<file path="config.mk">
export PLATFORM = sky130hd
export DESIGN_NAME = digit_motion_scheduler
export DESIGN_NICKNAME = d
export VERILOG_FILES = /design/src/rtl/digit_motion_scheduler.sv
export SDC_FILE = /design/constraint.sdc
export NUM_CORES = 1
export LEC_CHECK = 0
export ABC_CLOCK_PERIOD_IN_PS = 6000
export CAP_MARGIN = 20
export CORE_MARGIN = 2
export CORE_UTILIZATION = 43
export DETAILED_ROUTE_END_ITERATION = 7
export GPL_TIMING_DRIVEN = 0
export PLACE_DENSITY_LB_ADDON = 0.12
export SETUP_SLACK_MARGIN = 0.3
export SYNTH_ARGS = -nofsm -noshare
export SYNTH_HDL_FRONTEND = slang
export SYNTH_SLANG_ARGS = --single-unit
</file>
<file path="constraint.sdc">
create_clock -name clock -period 6 [get_ports clock]
set_input_delay 1.2 -clock clock [delete_from_list [all_inputs] [get_ports clock]]
set_output_delay 1.2 -clock clock [all_outputs]
set_load 0.02 [all_outputs]
</file>
<file path="src/rtl/digit_motion_scheduler.sv">
// Frame-synchronised position scheduler for VGA 7-segment digits: every FRAME_DIV
// frame ticks one shared wrap-around adder sweeps all digits, one digit per clock.
module digit_motion_scheduler #(
  parameter int NUM_DIGITS = 4,
  parameter int H_ACTIVE   = 640,
  parameter int V_ACTIVE   = 480,
  parameter int FRAME_DIV  = 30
) (
  input  logic                    clock,
  input  logic                    reset,
  input  logic                    frame_tick,
  input  logic                    load,
  input  logic [10*NUM_DIGITS-1:0] init_x,
  input  logic [10*NUM_DIGITS-1:0] init_y,
  input  logic [9:0]              step_x,
  input  logic [9:0]              step_y,
  input  logic [NUM_DIGITS-1:0]   enable_mask,
  output logic [10*NUM_DIGITS-1:0] digit_x,
  output logic [10*NUM_DIGITS-1:0] digit_y,
  output logic                    busy,
  output logic                    update_done,
  output logic                    overrun
);

  localparam int DW = (FRAME_DIV > 1) ? $clog2(FRAME_DIV) : 1;
  localparam int IW = (NUM_DIGITS > 1) ? $clog2(NUM_DIGITS) : 1;
  localparam logic [DW-1:0] DIV_LAST = DW'(FRAME_DIV - 1);
  localparam logic [IW-1:0] IDX_LAST = IW'(NUM_DIGITS - 1);
  localparam logic [10:0]   H_MOD    = 11'(H_ACTIVE);
  localparam logic [10:0]   V_MOD    = 11'(V_ACTIVE);
  localparam logic [10:0]   H_MAX    = 11'(H_ACTIVE - 1);
  localparam logic [10:0]   V_MAX    = 11'(V_ACTIVE - 1);

  typedef enum logic [0:0] {
    ST_IDLE   = 1'b0,
    ST_UPDATE = 1'b1
  } state_t;

  state_t        r_state, w_state_nxt;
  logic [DW-1:0] r_div, w_div_nxt;
  logic [IW-1:0] r_idx, w_idx_nxt;
  logic [9:0]    r_x [NUM_DIGITS];
  logic [9:0]    r_y [NUM_DIGITS];
  logic          r_busy, r_done, r_ovr;
  logic          w_done_nxt, w_ovr_nxt, w_wr_en, w_trig;
  logic [9:0]    w_new_x, w_new_y;

  // Step is clamped below the modulus so a single conditional subtract always wraps back into range.
  function automatic logic [9:0] wrap_add(input logic [9:0] pos, input logic [9:0] step,
                                          input logic [10:0] modulus, input logic [10:0] max_step);
    logic [10:0] sat;
    logic [10:0] sum;
    sat = ({1'b0, step} > max_step) ? max_step : {1'b0, step};
    sum = {1'b0, pos} + sat;
    if (sum >= modulus) begin
      wrap_add = 10'(sum - modulus);
    end else begin
      wrap_add = sum[9:0];
    end
  endfunction

  assign w_new_x = wrap_add(r_x[r_idx], step_x, H_MOD, H_MAX);
  assign w_new_y = wrap_add(r_y[r_idx], step_y, V_MOD, V_MAX);

  // Next-state logic: frame divider, trigger/overrun detection and sweep sequencing.
  always_comb begin
    w_state_nxt = r_state;
    w_idx_nxt   = r_idx;
    w_div_nxt   = r_div;
    w_done_nxt  = 1'b0;
    w_ovr_nxt   = 1'b0;
    w_wr_en     = 1'b0;
    w_trig      = 1'b0;
    if (load) begin
      w_state_nxt = ST_IDLE;
      w_idx_nxt   = '0;
      w_div_nxt   = '0;
    end else begin
      if (frame_tick) begin
        if (r_div == DIV_LAST) begin
          w_div_nxt = '0;
          w_trig    = 1'b1;
        end else begin
          w_div_nxt = r_div + 1'b1;
        end
      end else begin
        w_div_nxt = r_div;
      end
      case (r_state)
        ST_IDLE: begin
          if (w_trig) begin
            w_state_nxt = ST_UPDATE;
            w_idx_nxt   = '0;
          end else begin
            w_state_nxt = ST_IDLE;
          end
        end
        ST_UPDATE: begin
          w_wr_en   = enable_mask[r_idx];
          w_ovr_nxt = w_trig;
          if (r_idx == IDX_LAST) begin
            w_state_nxt = ST_IDLE;
            w_idx_nxt   = '0;
            w_done_nxt  = 1'b1;
          end else begin
            w_idx_nxt = r_idx + 1'b1;
          end
        end
        default: begin
          w_state_nxt = ST_IDLE;
          w_idx_nxt   = '0;
        end
      endcase
    end
  end

  // State, status flags and position registers; load overrides any in-flight sweep.
  always_ff @(posedge clock) begin
    if (reset) begin
      r_state <= ST_IDLE;
      r_div   <= '0;
      r_idx   <= '0;
      r_busy  <= 1'b0;
      r_done  <= 1'b0;
      r_ovr   <= 1'b0;
      for (int i = 0; i < NUM_DIGITS; i++) begin
        r_x[i] <= 10'd0;
        r_y[i] <= 10'd0;
      end
    end else begin
      r_state <= w_state_nxt;
      r_div   <= w_div_nxt;
      r_idx   <= w_idx_nxt;
      r_busy  <= (w_state_nxt == ST_UPDATE);
      r_done  <= w_done_nxt;
      r_ovr   <= w_ovr_nxt;
      if (load) begin
        for (int i = 0; i < NUM_DIGITS; i++) begin
          r_x[i] <= ({1'b0, init_x[10*i +: 10]} < H_MOD) ? init_x[10*i +: 10] : 10'd0;
          r_y[i] <= ({1'b0, init_y[10*i +: 10]} < V_MOD) ? init_y[10*i +: 10] : 10'd0;
        end
      end else if (w_wr_en) begin
        r_x[r_idx] <= w_new_x;
        r_y[r_idx] <= w_new_y;
      end
    end
  end

  genvar g;
  generate
    for (g = 0; g < NUM_DIGITS; g++) begin : g_pack
      assign digit_x[10*g +: 10] = r_x[g];
      assign digit_y[10*g +: 10] = r_y[g];
    end
  endgenerate

  assign busy        = r_busy;
  assign update_done = r_done;
  assign overrun     = r_ovr;

endmodule

</file>
# Yosys cells after proc, flatten, opt, wreduce, memory -nomap -nowiden
# Memory sizes are Yosys's and may differ from the RTL's. A register that Yosys moved wholly into a read port is not among the register bits.
# Index checks and enable logic that the tools add are counted.
[totals] out_inout_bits=83 mem_count=2 romBits=0 latchBits=0 ff_bits=10 in_bits=108 elab_cells=96 mem_bits_rw=80
[memory_table] name="r_x" words=4 word_bits=10 rd=5 rd_clocked_by_memory_dff=1 wr=4 line="42" rtl="logic [9:0] r_x [NUM_DIGITS];"
[memory_table] name="r_y" words=4 word_bits=10 rd=5 rd_clocked_by_memory_dff=1 wr=4 line="43" rtl="logic [9:0] r_y [NUM_DIGITS];"
[op_classes] n_addsub=6 mux=54 n_shift=0 n_reduce_logical=4 n_lt_le_gt_ge=13 eq_ne=3 bitwise=9 n_mul=0 n_div=0
[op_table] cell="two-way mux 10 bit" n=22
[op_table] cell="less-than comparator 10 bit, second input constant" n=4
[op_table] cell="less-than comparator 10 x 9 -> 1 bit, second input constant" n=4
[op_table] cell="adder 10 x 10 -> 11 bit" n=2
[op_table] cell="two-way mux 1 bit" n=20
[op_table] cell="OR reduction 10 bit" n=2
[op_table] cell="two-way mux 2 bit" n=8
[op_table] cell=">= comparator 11 x 10 -> 1 bit, second input constant" n=1
[op_table] cell=">= comparator 11 x 9 -> 1 bit, second input constant" n=1
[op_table] cell="greater-than comparator 10 bit, second input constant" n=1
[op_table] cell="greater-than comparator 10 x 9 -> 1 bit, second input constant" n=1
[op_table] cell="subtractor 10 bit, second input constant" n=1
[op_table] cell="subtractor 10 x 9 -> 10 bit, second input constant" n=1
[op_table] cell="OR 1 bit" n=8
[op_table] cell="adder 5 x 1 -> 5 bit, second input constant" n=1
[op_table] cell="equality test 5 bit, second input constant" n=1
[op_table] cell="two-way mux 5 bit" n=1
[op_table] cell="case mux 2 bit (2 select lines)" n=1
[op_table] cell="less-than comparator 2 x 3 -> 1 bit, second input constant" n=1
[op_table] cell="OR reduction 3 bit" n=1
[op_table] cell="adder 2 x 1 -> 2 bit, second input constant" n=1
[op_table] cell="binary-select mux 1 bit (select 2 bit)" n=1
[op_table] cell="equality test 2 bit, second input constant" n=1
[op_table] cell="inequality test 2 x 1 -> 1 bit, second input constant" n=1
[op_table] cell="other kinds (3)" n=3

# Longest topological paths before layout
# Gate-level depths: netlist (run 1).
[depth] word_depth=10 depth_mapped=16 mapped_depth_nobuf=15

# Worst setup path before layout (run 1)
# Ideal clock, no wire load.
[synth_timing] path_kind="input port to flip-flop" start="input step_y[7]" end="memory r_y[0][6], data pin" n_path_buf=2 setup_ns=0.273 path_stages=16 setup_slack_ns=1.540 t_arrival_ns=4.188 cell_sequence="a41oi_1 nand2b_1 ha_1 inv_1 fa_1 nor2b_4 o21ai_0 a21o_1 and2_1 inv_1 ha_1 clkbuf_1 a311o_1 clkbuf_1 o211ai_1 o311ai_2"
[synth_lines] element="from (decl)" line="16" rtl="input logic [9:0] step_y,"
[synth_lines] element="to (decl)" line="43"

==> run summary, run 1 <==
total grt overflow = 0
CTS tree = built
syn avg cell area = 11.3 um2
# diodes = 0
Post-Synth XOR/XNOR Area = 2.47%
worst path arrival time = 5360 ps
register area share after synthesis = 44.3%
Syn Nets = 664
vias in the first global route = 5530
cells after synthesis = 526
gr usage total = 28.6%
vias post-DR = 5589
Die Wd = 122 um
Buffers on Ports = 189
Unique masters post-synth = 70
Max-Cap Viols = 0
dpl cell area = 8220 um2
buffer depth of the longest clock path = 2
post-route DRC violation count = 0
Fin. Hold Viols = 0
router iterations before antenna repair = 5
first-pass GRT wire length = 31.0 mm
CP endpoint kind = flip-flop
RSZ-0062 raised after global routing = no
total negative setup slack = 0 ps
Layout Nets = 871
Post-synth EDFFs = 80
Root Driver = clkbuf_16
worst hold path class = reg2reg
Compound-Gate Fraction of Synth Area = 21.0%
final worst path period need = 5280 ps
Setup crit start kind = input pin
Pwr Total = 1.90 mW
Detailed Route Iter0 Violations = 505
die area = 14800 um2
routed vias/inst = 6.10
Clock Sinks = 92
total CTS buffers = 9
Critical Path RT = 6080 ps
Setup Skew = 8.17 ps
final core utilization = 62.0%
mux contribution to synthesized area = 8.64%
multi-input logic area = 3160 um2
final setup margin = 716 ps
most frequent cells in the layout = 189 x clkdlybuf4s50_1, 80 x edfxtp_1, 40 x a22o_1, 40 x nand2_1, 31 x nor2_1
fin. max-slew vios = 0
Post-synth ARST share = 0%
initial antenna violation count = 0
Hold Slack = 530 ps
# placed instances = 901
H-tree Lvls = 3
routability cong. = 0.921
slew margin rel. = 30.4%
finished layout cell area = 8500 um2
hpwl dp = 16.0 mm
Worst Tran Pin Value = 1040 ps
pwr/cell area = 224 nW/um2
I/O pins = 191
core area = 13700 um2
Setup-failing EPs final = 0
Post-DRT Antenna Nets = 0
dominant synthesized flop cell = edfxtp_1
Yosys reg bits = 92
fmax = 0.189 GHz
area grow syn2layout = 42.4%
Starting Density = 43.5%
# rows = 43
Worst Setup Path Type = in2reg
Leak = 3.11 nW
commonest non-fill, non-tap cell in the layout = clkdlybuf4s50_1
fillers = 1155
ratio of cells with drive above 1 in the final layout = 9.92%
Post-Route WL = 21.1 mm
Register Area = 2640 um2
Max IR drop VDD = 0.142 mV
Mapped Area = 5970 um2
Syn. warnings = 0
Clock Pin Slew Worst Setup and Hold Paths = 60 ps
status = finished, final reports clean
final period utilization = 88.1%
Synth Area in Adders = 6.54%
crit-path max FO = 10
clk_lat worst skew = 360 ps
largest family of logic cells by synthesized area = compound AO/OA/AOI/OAI gates
pre-CTS setup slack = 311 ps
Routed wire per std cell = 23.0 um
largest net degree at the start of global routing = 17
Finished Layout Cells = 916
simple-gate share of the synthesized area = 14.0%
Die Y = 122 um
-- path summary, 6_finish.rpt --
check                  from         to  slack [ps]  depth (start not counted)
setup / recovery  step_y[7]  r_y[1][6]         720                         17
hold / removal     r_div[4]   r_div[4]         530                          2
setup reg to reg  flip-flop  r_y[1][6]         960                         13
hold reg to reg    r_div[4]   r_div[4]         530                          2
-- per-layer routing --
| metal | routed length, um | up-vias | GRT usage [%] |
|---|---|---|---|
| met5 | 0 | - | 0 |
| li1 | - | 2502 | - |
| met4 | 874 | 0 | 15.2 |
| met1 | 8640 | 2721 | 36.9 |
| met3 | 1820 | 59 | 5.85 |
| met2 | 9780 | 307 | 45.2 |
-- cell families after synthesis --
logic type | count (synthesis)
compound gates | 158
xor+xnor | 16
fa+ha+maj | 30
buf+inv | 46
flops | 92
mux | 25
other cells | 1
simple gates | 158
-- where the power goes --
group	internal, mW	total [mW]	switching [mW]
Clock	0.280	0.536	0.256
Combinational	0.270	0.608	0.338
Sequential	0.737	0.759	0.0217
-- cell usage after synthesis (5+ instances only) --
cell type,instances,area share [%]
ha_1,28,5.9
dfxtp_1,12,4.0
a22o_1,40,5.9
nor2_1,31,1.9
nand3_1,13,1.1
or4_1,5,0.63
mux4_2,21,7.9
nand2b_1,15,1.6
a32oi_1,8,1.2
o41ai_1,5,0.73
inv_1,25,1.6
a21oi_1,19,1.6
o2111ai_1,5,0.73
nand2_1,40,2.5
and4_1,5,0.73
o211ai_1,7,0.88
nor3_1,9,0.75
xor2_1,9,1.3
o32ai_1,5,0.73
o21ai_0,24,2.0
xnor2_1,6,0.88
clkbuf_1,19,1.2
edfxtp_1,80,40
or2_2,10,1.0
-- sequential cells by signal (all words and copies together) (netlist names), named ones only --
signal and flops:
busy 1, r_x 40, update_done 1, r_idx 2, overrun 1, r_div 5
r_y 40
-- layout make-up --
| class | count | area share (%) |
|---|---|---|
| Buffer | 21 | 1.03 |
| Clock buffer | 10 | 2.69 |
| Clock inverter | 4 | 0.397 |
| Inverter | 25 | 1.10 |
| Multi-Input combinational cell | 388 | 37.1 |
| Sequential cell | 92 | 31.1 |
| Tap cell | 180 | 2.65 |
| Timing Repair Buffer | 196 | 23.9 |
-- what timing repair did --
item                                    in CTS  in global routing
endpoints found under the setup margin       0                  4
gates resized for setup                      0                  1
hold buffers                                 0                  0
endpoints found under the hold margin        0                  0
setup buffers                                0                  0
-- critical path: stages --
cell and delay [ps]:
clkdlybuf4s50_1 470, a41oi_1 240, nand2b_1 180, ha_1 210
inv_1 70, fa_1 440, nor2b_4 180, o21ai_0 120
nand3_1 180, and2_1 360, inv_1 80, ha_1 210
clkbuf_1 220, a311o_1 440, clkbuf_1 270, o211ai_1 320
o311ai_2 140
Power figures use the tool's default switching activity.
==> inputs of run 2 (changes only) <==
--- a/config.mk
+++ b/config.mk
@@ -5,8 +5,7 @@
 export SDC_FILE = /design/constraint.sdc
 export NUM_CORES = 1
 export LEC_CHECK = 0
-export ABC_CLOCK_PERIOD_IN_PS = 6000
-export CAP_MARGIN = 20
+export ABC_CLOCK_PERIOD_IN_PS = 5600
 export CORE_MARGIN = 2
 export CORE_UTILIZATION = 43
 export DETAILED_ROUTE_END_ITERATION = 7
==> constraint.sdc (replaced) <==
create_clock -name clock -period 5.6 [get_ports clock]
set_input_delay 1.12 -clock clock [delete_from_list [all_inputs] [get_ports clock]]
set_output_delay 1.12 -clock clock [all_outputs]
set_load 0.02 [all_outputs]
==> run 2 against run 1 <==
First-iteration DRC count up 4.0%; cell count fell by 0.55%; critical path type unchanged; critical endpoint is now r_y[3][6]; critical path depth stayed put; die area stayed put; power up 7.1%; highest routed layer unchanged; sequential cell count is the same.
==> run summary, run 2 (synthesis results as in run 1) <==
Worst Hold Depth = 2
Setup-failing EPs final = 0
Die Wd = 122 um
vias in the first global route = 5480
Worst path max stage delay = 490 ps
ratio of cells with drive above 1 in the final layout = 10.3%
final period utilization = 89.1%
Most Used Layer, Global Route = met2
Die Y = 122 um
Worst Setup Path Type = in2reg
Leak = 3.07 nW
fmax = 0.200 GHz
Max IR drop VDD = 0.165 mV
Regs by FF count = r_x x40, r_y x40, r_div x5
Post-CTS Hold Fix Bufs = 0
crit-path cells = clkdlybuf4s50_1, a41oi_2, nand2b_1, ha_1, inv_1, fa_1, nor2b_4, o21ai_0, nand3_1, and2_2, inv_1, ha_1, clkbuf_1, a311o_1, or2_1, buf_6, o311ai_2
core area = 13700 um2
Worst Tran Pin Value = 1410 ps
GRT met1 Usage = 36.9%
RSZ-0062 raised after global routing = no
Post-DRT Antenna Nets = 0
worst reg-to-reg path cell count = 16
Register Area = 2640 um2
clk_lat worst skew = 350 ps
Critical Path RT = 5740 ps
pwr/cell area = 243 nW/um2
post-route DRC violation count = 0
Hold Slack = 539 ps
total grt overflow = 0
worst path bufs/invs = 5
buffer depth of the longest clock path = 2
gr usage total = 28.3%
fillers = 1129
final worst path period need = 4990 ps
met2 GRT Util = 45.4%
initial antenna violation count = 0
Clock Sinks = 92
routed vias/inst = 6.13
CP endpoint kind = flip-flop
largest net degree at the start of global routing = 21
router iterations before antenna repair = 5
Setup Skew = 9.52 ps
Layout Nets = 864
Detailed Route Iter0 Violations = 525
Post-Route WL = 21.0 mm
routability cong. = 0.921
dpl cell area = 8100 um2
CTS tree = built
Max-Cap Viols = 0
CP max stage cell = clkdlybuf4s50_1
Pwr Total = 2.04 mW
most frequent cells in the layout = 189 x clkdlybuf4s50_1, 80 x edfxtp_1, 40 x a22o_1, 40 x nand2_1, 31 x nor2_1
fin. max-slew vios = 0
grt met3 use = 5.34%
worst hold path class = reg2reg
Setup crit start kind = input pin
area grow syn2layout = 40.7%
Worst path top cell family by delay = compound AO/OA/AOI/OAI gates
r2r endpoint = r_y[3][6]
crit-path max FO = 10
worst path arrival time = 5130 ps
Fin. Hold Viols = 0
Clock Pin Slew Worst Setup and Hold Paths = 70 ps
I/O pins = 191
Hold Path Origin = r_div[4]
# rows = 43
hpwl dp = 15.4 mm
# diodes = 0
Routed wire per std cell = 23.1 um
Root Driver = clkbuf_16
status = finished, final reports clean
slew margin rel. = 5.46%
r2r setup slk = 860 ps
Post CTS Setup Buffer Count = 0
finished layout cell area = 8400 um2
vias post-DR = 5584
commonest non-fill, non-tap cell in the layout = clkdlybuf4s50_1
die area = 14800 um2
total CTS buffers = 9
multi-input logic area = 3180 um2
H-tree Lvls = 3
first-pass GRT wire length = 30.5 mm
Finished Layout Cells = 911
total negative setup slack = 0 ps
Hold Path Sink = r_div[4]
Buffers on Ports = 189
Starting Density = 43.5%
# placed instances = 895
CTS resizes = 0
[run 2: cell count changes in the layout (fill, tap and decap cells not counted), sizes merged]
cell,before,now
buf,9,2
clkinv,1,4
clkbuf,29,28
clkinvlp,1,0
inv,27,28
[run 2: power by group]
group          total [mW]  switching, mW  internal (mW)  leakage [nW]
sequential          0.815         0.0236          0.791         0.962
combinational       0.640          0.359          0.282          1.96
clock               0.582          0.277          0.305         0.141
total                2.04          0.659           1.38          3.07
[run 2: how the worst max path moves through the flow]
stage	startpoint	to	slack [ps]	depth (start not counted)
2_1_floorplan	step_y[7]	r_y[0][6]	1220	16
3_5_place_dp	step_x[7]	r_x[1][8]	50	13
4_1_cts	step_x[7]	r_x[1][8]	410	13
5_1_grt	step_x[7]	r_x[1][8]	290	13
3_3_place_gp	step_y[5]	r_y[1][6]	90	17
6_report	step_y[7]	r_y[3][6]	610	17
[run 2: area by class of cell]
cell class,count,share of cell area [%]
Sequential cell,92,31.5
Tap cell,180,2.68
Clock buffer,9,2.68
Multi-Input combinational cell,388,37.8
Timing Repair Buffer,189,22.5
Buffer,21,1.09
Clock inverter,7,0.596
Inverter,25,1.12
[run 2: stage by stage]
step           util (%)  setup slack [ps]
3_3_place_gp       58.9              89.7
2_1_floorplan         -              1220
4_1_cts            61.0               407
5_1_grt            61.2               295
3_5_place_dp       59.0              45.5
6_report           61.2               608
[run 2: worst min-delay path, cell delays in order (launching register included)]
cell     delay (ps)
dfxtp_1         340
xor2_1           80
nor2_1           80
[run 2: metal layers]
layer	up-vias	routed length [um]	share of wire, %
li1	2501	-	-
met1	2682	8280	39
met2	342	9770	47
met3	59	2130	10
met4	0	818	3.9
met5	-	0	0
==> inputs of run 3 (changes only) <==
--- a/config.mk
+++ b/config.mk
@@ -10,8 +10,9 @@
 export CORE_UTILIZATION = 43
 export DETAILED_ROUTE_END_ITERATION = 7
 export GPL_TIMING_DRIVEN = 0
-export PLACE_DENSITY_LB_ADDON = 0.12
+export PLACE_DENSITY = 0.79
 export SETUP_SLACK_MARGIN = 0.3
+export SLEW_MARGIN = 5
 export SYNTH_ARGS = -nofsm -noshare
 export SYNTH_HDL_FRONTEND = slang
 export SYNTH_SLANG_ARGS = --single-unit
==> run 3 against run 2 <==
Utilization is essentially flat; clock skew is 0.65 ps lower; global-route usage fell by 0.72 points; worst setup slack improved by 0.65 ps; first-iteration DRC count rose by 41%; via count increased by 2.7%; critical path depth unchanged; combinational power about the same; die area stayed put.
==> run summary, run 3 (synthesis results as in run 1) <==
status = finished, final reports clean
final period utilization = 89.1%
worst hold path class = reg2reg
Worst Tran Pin Value = 1440 ps
vias post-DR = 5734
commonest non-fill, non-tap cell in the layout = clkdlybuf4s50_1
Most Used Layer, Global Route = met2
Setup Skew = 8.88 ps
router iterations before antenna repair = 5
final worst path period need = 4990 ps
Regs by FF count = r_x x40, r_y x40, r_div x5
Worst path max stage delay = 500 ps
fmax = 0.200 GHz
hpwl dp = 15.4 mm
multi-input logic area = 3170 um2
clk_lat worst skew = 350 ps
fin. max-slew vios = 0
buffer depth of the longest clock path = 2
grt met3 use = 6.55%
die area = 14800 um2
Critical Path RT = 5680 ps
CTS resizes = 0
Post-Route WL = 20.9 mm
# diodes = 0
Starting Density = 43.5%
initial antenna violation count = 0
Setup crit start kind = input pin
fillers = 1115
Register Area = 2640 um2
Leak = 3.05 nW
Max-Cap Viols = 0
I/O pins = 191
CP max stage cell = clkdlybuf4s50_1
worst path bufs/invs = 5
Routed wire per std cell = 22.9 um
ratio of cells with drive above 1 in the final layout = 9.58%
Post-DRT Antenna Nets = 0
post-route DRC violation count = 0
Die Wd = 122 um
H-tree Lvls = 3
Root Driver = clkbuf_16
Worst path top cell family by delay = compound AO/OA/AOI/OAI gates
Detailed Route Iter0 Violations = 741
Post CTS Setup Buffer Count = 0
Max IR drop VDD = 0.135 mV
Buffers on Ports = 189
Die Y = 122 um
routability cong. = 0.908
gr usage total = 27.5%
total negative setup slack = 0 ps
Layout Nets = 864
crit-path max FO = 10
finished layout cell area = 8390 um2
Fin. Hold Viols = 0
Worst Setup Path Type = in2reg
met2 GRT Util = 46.3%
first-pass GRT wire length = 30.8 mm
dpl cell area = 8090 um2
CTS tree = built
core area = 13700 um2
most frequent cells in the layout = 189 x clkdlybuf4s50_1, 80 x edfxtp_1, 40 x a22o_1, 40 x nand2_1, 31 x nor2_1
CP endpoint kind = flip-flop
largest net degree at the start of global routing = 21
# rows = 43
pwr/cell area = 244 nW/um2
GRT met1 Usage = 34.7%
Clock Pin Slew Worst Setup and Hold Paths = 70 ps
vias in the first global route = 5602
Post-CTS Hold Fix Bufs = 0
Clock Sinks = 92
RSZ-0062 raised after global routing = no
routed vias/inst = 6.29
total CTS buffers = 9
crit-path cells = clkdlybuf4s50_1, a41oi_2, nand2b_1, ha_1, inv_1, fa_1, nor2b_4, o21ai_0, nand3_1, and2_2, inv_1, ha_1, clkbuf_1, a311o_2, clkbuf_2, o211ai_1, o311ai_2
worst path arrival time = 5070 ps
slew margin rel. = 3.09%
total grt overflow = 0
Setup-failing EPs final = 0
area grow syn2layout = 40.6%
==> run 3: routing by layer <==
layer | up-vias | share of wire, %
li1 | 2492 | -
met1 | 2755 | 37
met2 | 427 | 47
met3 | 60 | 13
met4 | 0 | 3.2
met5 | - | 0
==> run 3: worst paths after layout <==
check,startpoint,endpoint,slack (ps),cells past startpoint
worst max-delay path,step_y[5],r_y[1][6],610,17
worst min-delay path,busy,overrun,550,2
worst max register to register,flip-flop,r_y[1][6],630,13
worst min register to register,busy,overrun,550,2
==> run 3: worst min-delay path: stages, from the launching register on <==
cell     delay, ps
dfxtp_1        380
nand2_1         80
nor2_1          40
==> run 3: layout make-up <==
class                           instances  share of cell area, %
Tap cell                              180                   2.68
Clock buffer                           15                   3.21
Buffer                                 21                   1.07
Multi-Input combinational cell        388                   37.8
Sequential cell                        92                   31.5
Clock inverter                          1                 0.0745
Timing Repair Buffer                  189                   22.5
Inverter                               25                   1.12
==> run 3: per-stage QoR <==
stage | hold slack (ps) | setup slack, ps | instances | utilization (%) | total power [mW]
2_1_floorplan | 472 | 1220 | 526 | - | 1.20
3_3_place_gp | 491 | 189 | 895 | 58.9 | 1.44
3_5_place_dp | 526 | -35.4 | 895 | 58.9 | 1.46
4_1_cts | 541 | 338 | 911 | 60.9 | 2.03
5_1_grt | 565 | 290 | 911 | 61.2 | 2.11
6_report | 546 | 608 | 911 | 61.2 | 2.04
==> run 3: report_power, final <==
part           total [mW]  switching (mW)  leakage (nW)  internal (mW)
sequential          0.816          0.0246         0.962          0.792
combinational       0.642           0.360          1.96          0.282
clock               0.585           0.255         0.134          0.330
